--- config.mk ---
export PLATFORM = sky130hd
export DESIGN_NAME = step_ramp_planner
export DESIGN_NICKNAME = d
export VERILOG_FILES = /design/src/rtl/step_ramp_planner.sv
export SDC_FILE = /design/constraint.sdc
export NUM_CORES = 1
export LEC_CHECK = 0
export BUFFER_PORTS_ARGS = -buffer_cell sky130_fd_sc_hd__buf_2
export CORE_ASPECT_RATIO = 1.2
export CORE_MARGIN = 2
export CORE_UTILIZATION = 35
export DETAILED_ROUTE_END_ITERATION = 8
export HOLD_SLACK_MARGIN = 0.03
export PLACE_DENSITY_LB_ADDON = 0.2
export SYNTH_ARGS = -nofsm -noshare
export SYNTH_HDL_FRONTEND = slang
export SYNTH_SLANG_ARGS = --single-unit
--- constraint.sdc ---
create_clock -name clock -period 5.4 [get_ports clock]
set_input_delay 0.81 -clock clock [delete_from_list [all_inputs] [get_ports clock]]
set_output_delay 0.81 -clock clock [all_outputs]
set_load 0.1 [all_outputs]
--- src/rtl/step_ramp_planner.sv ---
// Speed-profile planner for the A4988 step-pulse driver: trapezoid or triangle, stops on exact step count.
// Define STEP_RAMP_POS_EN to add the signed step-position counter (pos_clear, position).
module step_ramp_planner #(
    parameter int         RAMP_DIV  = 250000,
    parameter logic [9:0] ACCEL     = 10'd8,
    parameter logic [9:0] MIN_SPEED = 10'd16
) (
    input  logic               clock,
    input  logic               reset_n,
    input  logic               cmd_valid,
    output logic               cmd_ready,
    input  logic               cmd_dir,
    input  logic [15:0]        cmd_steps,
    input  logic [9:0]         cmd_max_speed,
    input  logic               abort,
    input  logic               step_fb,
`ifdef STEP_RAMP_POS_EN
    input  logic               pos_clear,
    output logic signed [31:0] position,
`endif
    output logic               dir,
    output logic [9:0]         speed,
    output logic               run_en,
    output logic               busy,
    output logic               done,
    output logic               aborted,
    output logic [15:0]        steps_remaining
);

    localparam int CNT_W = $clog2(RAMP_DIV);
    localparam logic [CNT_W-1:0] TICK_AT = CNT_W'(RAMP_DIV - 1);

    typedef enum logic [2:0] {
        ST_IDLE,
        ST_ACCEL,
        ST_CRUISE,
        ST_DECEL,
        ST_FINISH
    } state_t;

    state_t      state, state_n;
    logic [CNT_W-1:0] ramp_cnt, cnt_n;
    logic [15:0] accel_steps, accel_n;
    logic [15:0] steps_n;
    logic [9:0]  vmax, vmax_n;
    logic [9:0]  speed_n;
    logic        dir_n, run_en_n, busy_n, done_n, aborted_n;
    logic        fb_q;
    logic        step_edge, active, tick;

    // Widened add so a speed near 1023 clamps to vmax instead of wrapping.
    function automatic logic [9:0] ramp_up(input logic [9:0] cur, input logic [9:0] lim);
        logic [10:0] sum;
        sum = {1'b0, cur} + {1'b0, ACCEL};
        ramp_up = (sum > {1'b0, lim}) ? lim : sum[9:0];
    endfunction

    function automatic logic [9:0] ramp_down(input logic [9:0] cur);
        logic signed [11:0] diff;
        diff = $signed({2'b00, cur}) - $signed({2'b00, ACCEL});
        ramp_down = (diff < $signed({2'b00, MIN_SPEED})) ? MIN_SPEED : diff[9:0];
    endfunction

    assign step_edge = step_fb && !fb_q;
    assign active    = (state == ST_ACCEL) || (state == ST_CRUISE) || (state == ST_DECEL);
    assign tick      = active && (ramp_cnt == TICK_AT);
    assign cmd_ready = (state == ST_IDLE);

    always_comb begin
        state_n   = state;
        dir_n     = dir;
        speed_n   = speed;
        run_en_n  = run_en;
        busy_n    = busy;
        done_n    = 1'b0;
        aborted_n = 1'b0;
        steps_n   = steps_remaining;
        accel_n   = accel_steps;
        vmax_n    = vmax;
        cnt_n     = '0;

        case (state)
            ST_IDLE: begin
                speed_n  = '0;
                run_en_n = 1'b0;
                busy_n   = 1'b0;
                if (cmd_valid) begin
                    dir_n   = cmd_dir;
                    steps_n = cmd_steps;
                    vmax_n  = (cmd_max_speed < MIN_SPEED) ? MIN_SPEED : cmd_max_speed;
                    accel_n = '0;
                    if (cmd_steps == 16'd0) begin
                        state_n = ST_FINISH;
                        done_n  = 1'b1;
                    end else begin
                        state_n  = ST_ACCEL;
                        speed_n  = MIN_SPEED;
                        run_en_n = 1'b1;
                        busy_n   = 1'b1;
                    end
                end
            end

            ST_FINISH: begin
                state_n   = ST_IDLE;
                speed_n   = '0;
                run_en_n  = 1'b0;
                busy_n    = 1'b0;
                aborted_n = abort;
            end

            default: begin
                cnt_n = tick ? '0 : ramp_cnt + 1'b1;
                if (step_edge) begin
                    if (steps_remaining != 16'd0)
                        steps_n = steps_remaining - 16'd1;
                    if ((state == ST_ACCEL) && (accel_steps != 16'hFFFF))
                        accel_n = accel_steps + 16'd1;
                end

                // Braking distance mirrors the distance spent accelerating.
                if (state == ST_ACCEL) begin
                    if (tick)
                        speed_n = ramp_up(speed, vmax);
                    if (steps_remaining <= accel_steps)
                        state_n = ST_DECEL;
                    else if (speed == vmax)
                        state_n = ST_CRUISE;
                end else if (state == ST_CRUISE) begin
                    speed_n = vmax;
                    if (steps_remaining <= accel_steps)
                        state_n = ST_DECEL;
                end else if (tick) begin
                    speed_n = ramp_down(speed);
                end

                if (steps_remaining == 16'd0) begin
                    state_n  = ST_FINISH;
                    speed_n  = '0;
                    run_en_n = 1'b0;
                    busy_n   = 1'b0;
                    done_n   = 1'b1;
                end

                // Abort leaves steps_remaining untouched so it can be inspected.
                if (abort) begin
                    state_n   = ST_IDLE;
                    speed_n   = '0;
                    run_en_n  = 1'b0;
                    busy_n    = 1'b0;
                    done_n    = 1'b0;
                    aborted_n = 1'b1;
                    steps_n   = steps_remaining;
                end
            end
        endcase
    end

    always_ff @(posedge clock or negedge reset_n) begin
        if (!reset_n) begin
            state           <= ST_IDLE;
            dir             <= 1'b0;
            speed           <= '0;
            run_en          <= 1'b0;
            busy            <= 1'b0;
            done            <= 1'b0;
            aborted         <= 1'b0;
            steps_remaining <= '0;
            accel_steps     <= '0;
            vmax            <= '0;
            ramp_cnt        <= '0;
            fb_q            <= 1'b0;
        end else begin
            state           <= state_n;
            dir             <= dir_n;
            speed           <= speed_n;
            run_en          <= run_en_n;
            busy            <= busy_n;
            done            <= done_n;
            aborted         <= aborted_n;
            steps_remaining <= steps_n;
            accel_steps     <= accel_n;
            vmax            <= vmax_n;
            ramp_cnt        <= cnt_n;
            fb_q            <= step_fb;
        end
    end

`ifdef STEP_RAMP_POS_EN
    always_ff @(posedge clock or negedge reset_n) begin
        if (!reset_n)
            position <= '0;
        else if (pos_clear)
            position <= '0;
        else if (step_edge && busy)
            position <= dir ? position + 32'sd1 : position - 32'sd1;
    end
`endif

endmodule

Word level (Yosys, flattened, before mapping)
Index checks and enable logic that the tools add are counted.
{"block": "word_totals", "output_inout_bits": 32, "regBits": 78}
{"block": "classes", "mux": 45, "n_lt_le_gt_ge": 4, "n_eq_ne": 10, "bitwise": 1, "add_sub_neg": 5, "reduce_logical": 24}
{"operator": "16-bit two-way mux", "n": 7}
{"operator": "10-bit two-way mux", "n": 9}
{"operator": "16-bit case mux with 2 select lines", "n": 2}
{"operator": "18-bit two-way mux", "n": 2}
{"operator": "16-bit logical NOT", "n": 2}
{"operator": "3-bit two-way mux", "n": 9}
{"operator": "6-bit nonzero test", "n": 4}
{"operator": "10-bit case mux with 2 select lines", "n": 1}
{"operator": "18-bit by 1-bit adder with 18-bit output, second input constant", "n": 1}
{"operator": "18-bit equality test, second input constant", "n": 1}
{"operator": "16-bit by 1-bit adder with 16-bit output, second input constant", "n": 1}
{"operator": "16-bit <= comparator", "n": 1}
{"operator": "16-bit inequality test, second input constant", "n": 1}
{"operator": "16-bit nonzero test", "n": 1}
{"operator": "16-bit by 1-bit subtractor with 16-bit output, second input constant", "n": 1}
{"operator": "10-bit by 4-bit adder with 11-bit output, second input constant", "n": 1}
{"operator": "11-bit by 10-bit greater-than comparator with 1-bit output", "n": 1}
{"operator": "11-bit by 6-bit < comparator with 1-bit output, second input constant", "n": 1}
{"operator": "10-bit by 4-bit subtractor with 11-bit output, second input constant", "n": 1}
{"operator": "10-bit equality test", "n": 1}
{"operator": "10-bit by 5-bit < comparator with 1-bit output, second input constant", "n": 1}
{"operator": "5-bit two-way mux", "n": 2}
{"operator": "1-bit two-way mux", "n": 9}
{"operator": "4-bit AND reduction", "n": 2}
{"operator": "17 further kinds", "n": 27}

Depth between registers and ports, before layout
{"block": "logic_depth", "word_depth": 10, "depth_mapped": 11}

Least setup slack after synthesis
Ideal clock, no wire load.
{"block": "synth_timing", "kind": "register to register", "from": "register speed[5]", "to": "register speed[7]", "setup_time_ns": 0.122, "path_stages_with_launch": 12, "t_arrival_ns": 3.845, "synth_period_minus_slack_ns": 3.967, "slack_ns": 1.433, "required_time_ns": 5.278, "path_buffers": 1, "cell_sequence": "dfrtp_1 clkbuf_1 and3_1 nand3_1 xnor2_1 ha_1 a21o_1 a21oi_1 or4b_1 a211oi_2 mux2_2 a32o_1"}
{"block": "synth_via", "elab_chain_cells": 9, "elab_cells_between_ends": 13, "cone_classes": "add/sub: 2; order compare: 2; mux: 9"}
{"item": "from (decl)", "line_no": "22", "text": "output logic [9:0] speed,"}
{"item": "from (signal assigned)", "line_no": "176", "text": "speed <= speed_n;"}
{"item": "10-bit by 4-bit subtractor with 11-bit output", "line_no": "60", "text": "diff = $signed({2'b00, cur}) - $signed({2'b00, ACCEL});"}
{"item": "11-bit by 6-bit < comparator with 1-bit output", "line_no": "61", "text": "ramp_down = (diff < $signed({2'b00, MIN_SPEED})) ? MIN_SPEED : diff[9:0];"}
{"item": "10-bit two-way mux", "line_no": "61"}
{"item": "10-bit two-way mux", "line_no": "133", "text": "end else if (tick) begin"}
{"item": "10-bit two-way mux", "line_no": "129", "text": "end else if (state == ST_CRUISE) begin"}
{"item": "10-bit two-way mux (*)", "line_no": "122", "text": "if (state == ST_ACCEL) begin"}
{"item": "10-bit two-way mux (*)", "line_no": "137", "text": "if (steps_remaining == 16'd0) begin"}
{"item": "10-bit two-way mux (*)", "line_no": "146", "text": "if (abort) begin"}
{"item": "10-bit case mux with 2 select lines (*)", "line_no": "82", "text": "case (state)"}
Mark *: on every way between the ends. The rest lies on a longest branch, timed or not. The select of a mux whose other input is x is not followed.
A chain may end at the register's enable or synchronous reset.

Worst setup path after layout
{"block": "layout_timing", "from": "register state[0]", "to": "output cmd_ready"}
{"block": "layout_via", "elab_chain_cells": 1}
{"item": "from (decl)", "line_no": "41", "text": "state_t state, state_n;"}
{"item": "from (signal assigned)", "line_no": "174", "text": "state <= state_n;"}
{"item": "3-bit logical NOT", "line_no": "67", "text": "assign cmd_ready = (state == ST_IDLE);"}
{"item": "to (decl)", "line_no": "11", "text": "output logic cmd_ready,"}
Every way passes these cells.

==> impl_metrics.env <==
export IMPL_grt_pass1_vias=4562
export IMPL_fin_crit_sh=0.6901
export IMPL_yosys_warnings=0
export IMPL_drt_pre_antenna_iters=5
export IMPL_p_total_mw=3.700
export IMPL_grt_pass1_wl_um=23560
export IMPL_nNetsFinal=695
export IMPL_placed_cell_area_um2=5499
export IMPL_crit_fanout=31
export IMPL_drive_gt1_frac=0.1429
export IMPL_max_cap_viol_count=0
export IMPL_cts_repair_resized=0
export IMPL_dieHeight_um=135.7
export IMPL_rsz0062_at_grt="no"
export IMPL_synth_edf_count=0
export IMPL_via_per_inst=5.640
export IMPL_first_iter_violations=235
export IMPL_row_count=48
export IMPL_overflow=0
export IMPL_synthTopCellsByCount="78 x dfrtp_1, 72 x nor2_1, 42 x o21ai_0"
export IMPL_drv_slew=0
export IMPL_syn_avg_cell_area_um2=8.711
export IMPL_crit_path_max_incr_delay_ns=0.77
export IMPL_synthTopCellsByArea="dfrtp_1 39%, ha_1 7.7%, xnor2_1 5.4%"
export IMPL_hold_buffers=0
export IMPL_ant_nets=0
export IMPL_status="complete, no violations"
export IMPL_fin_skew_ns=0.008222
export IMPL_grt_max_degree=79
export IMPL_yosysMostFrequentCell="dfrtp_1"
export IMPL_dieWidth_um=113.8
export IMPL_synthCells=581
export IMPL_placed_cells=796
export IMPL_clock_root_buffer="clkbuf_16"
export IMPL_antenna_found_initial=0
export IMPL_worst_setup_path_type="flop to primary output"
export IMPL_initial_utilization=0.3556
export IMPL_p_leak_nw=2.567
export IMPL_setup_violations_final=0
export IMPL_ys_seq_elements=78
export IMPL_clk_path_buf_depth=2
export IMPL_nFillCells=1428
export IMPL_io_buffers=63
export IMPL_max_slew_margin=0.2890
export IMPL_antenna_cells=0
export IMPL_required_ns=4.59
export IMPL_worst_ep_arrival_time_ns=2.92
export IMPL_area_growth_pct=14.91
export IMPL_htreeDepth=3
export IMPL_period_needed_ns=3.727
export IMPL_syn_area_um2=5061
export IMPL_crit_family="buffers and inverters"
export IMPL_min_path_type="flop to flop"
export IMPL_cts_sinks=78
export IMPL_setup_slack_ns=1.673
export IMPL_crit_chain="or3_1 > inv_1 > buf_2"
export IMPL_cts_tree="yes"
export IMPL_ir_drop_v=0.0005591
export IMPL_path_clk_slew_ns=0.06
export IMPL_io_pins=64
export IMPL_gp_congestion=0.8693
export IMPL_synth_seq_area_share=0.3857
export IMPL_synth_cell_types=63
export IMPL_dieArea_um2=15440
export IMPL_cp_start_kind="flop"
export IMPL_synthesis_nets=644
export IMPL_clk_latency_ns=0.35
export IMPL_wl_um=14170
export IMPL_place_ws_ns=1.951
export IMPL_hpwl_um=10260
export IMPL_drc=0
export IMPL_synth_top_area_share=0.3857
export IMPL_cts_buffers=9
export IMPL_synth_main_ff_cell="dfrtp_1"
export IMPL_final_cells=812
export IMPL_worst_pin_slew_ns=1.055
export IMPL_worst_path_buf_inv=2
export IMPL_synth_async_reset_ratio=1.000
export IMPL_yosys_area_top_type="dfrtp_1"
export IMPL_clock_fmax_ghz=0.2683
export IMPL_vias=4580
export IMPL_cpMaxStageDelayCell="inv_1"
export IMPL_final_area_um2=5816
export IMPL_wire_per_inst_um=17.46
export IMPL_critPathCaptureType="primary output"
export IMPL_postCtsSetupBuffers=0
export IMPL_hold_violations=0
export IMPL_grt_total_usage=0.1949
export IMPL_core_um2=14230
export IMPL_fin_tns_setup_ns=0
export IMPL_power_density_nw_per_um2=636.2
cell type report:
type	instances	area, um2	share of cell area
Tap cell	175	219.0	0.03765
Clock buffer	12	246.5	0.04238
Multi-Input combinational cell	441	2860	0.4918
Timing Repair Buffer	64	325.3	0.05594
Clock inverter	4	70.07	0.01205
Sequential cell	78	1952	0.3356
Inverter	38	142.6	0.02453
cells in the final DEF, fill, tap and decap left out, drive strengths merged, types with 4 or more instances in the layout:
cell	n
a21o	6
o32ai	4
dfrtp	78
mux2i	8
a31oi	4
nor2b	5
inv	38
or3	5
o22ai	5
nand4	13
a211oi	5
nor3b	5
nor4	11
clkbuf	12
and2	6
o21ai	42
a21oi	29
nand2	34
xor2	10
and3	13
ha	31
a32o	6
nor3	24
buf	64
xnor2	31
a22oi	7
nor2	73
nand3	23
cell families after synthesis:
family	share of synthesized area
AOI/OAI and AO/OA	0.1743
DFF	0.3857
adders and majority gates	0.07664
buffers and inverters	0.04920
and+or+nand+nor	0.2252
muxes	0.01805
xor gates and xnor gates	0.07095
where the power goes:
part	internal, mW	switching [mW]
Clock	0.416	0.246
Sequential	0.724	0.248
Combinational	0.565	1.50
metal layers:
metal | vias to the layer above | track usage | part of all wire | routed length, um
met3 | 29 | 0.03266 | 0.041 | 586
met2 | 118 | 0.3327 | 0.50 | 7117
met5 | - | 0 | 0 | 0
met4 | 0 | 0.09688 | 0.029 | 417
met1 | 2240 | 0.2375 | 0.43 | 6053
li1 | 2193 | - | - | -
per-stage QoR:
stage | utilization | hold WS, ns
after detailed placement | 0.3863 | 0.4455
after CTS | 0.4086 | 0.4526
final | 0.4086 | 0.4485
after global placement | 0.3863 | 0.4421
after floorplan | - | 0.4251
after global routing | 0.4086 | 0.4801
state kept, by name, indices dropped and copies added (netlist names), 3 cells and up:
name / count
steps_remaining: 16
state: 3
vmax: 10
accel_steps: 16
speed: 10
ramp_cnt: 18
final timing paths:
check                            startpoint        endpoint  slack [ns]  cells past startpoint
worst max-delay path               state[0]       cmd_ready        1.67                      3
worst min-delay path            ramp_cnt[0]     ramp_cnt[0]        0.45                      1
worst max register to register     speed[5]        speed[7]        1.91                     10
worst min register to register  ramp_cnt[0]     ramp_cnt[0]        0.45                      1
max in group asynchronous           reset_n         vmax[6]        4.09                      1
min in group asynchronous           reset_n  accel_steps[8]        0.65                      1
Power figures use the tool's default switching activity.
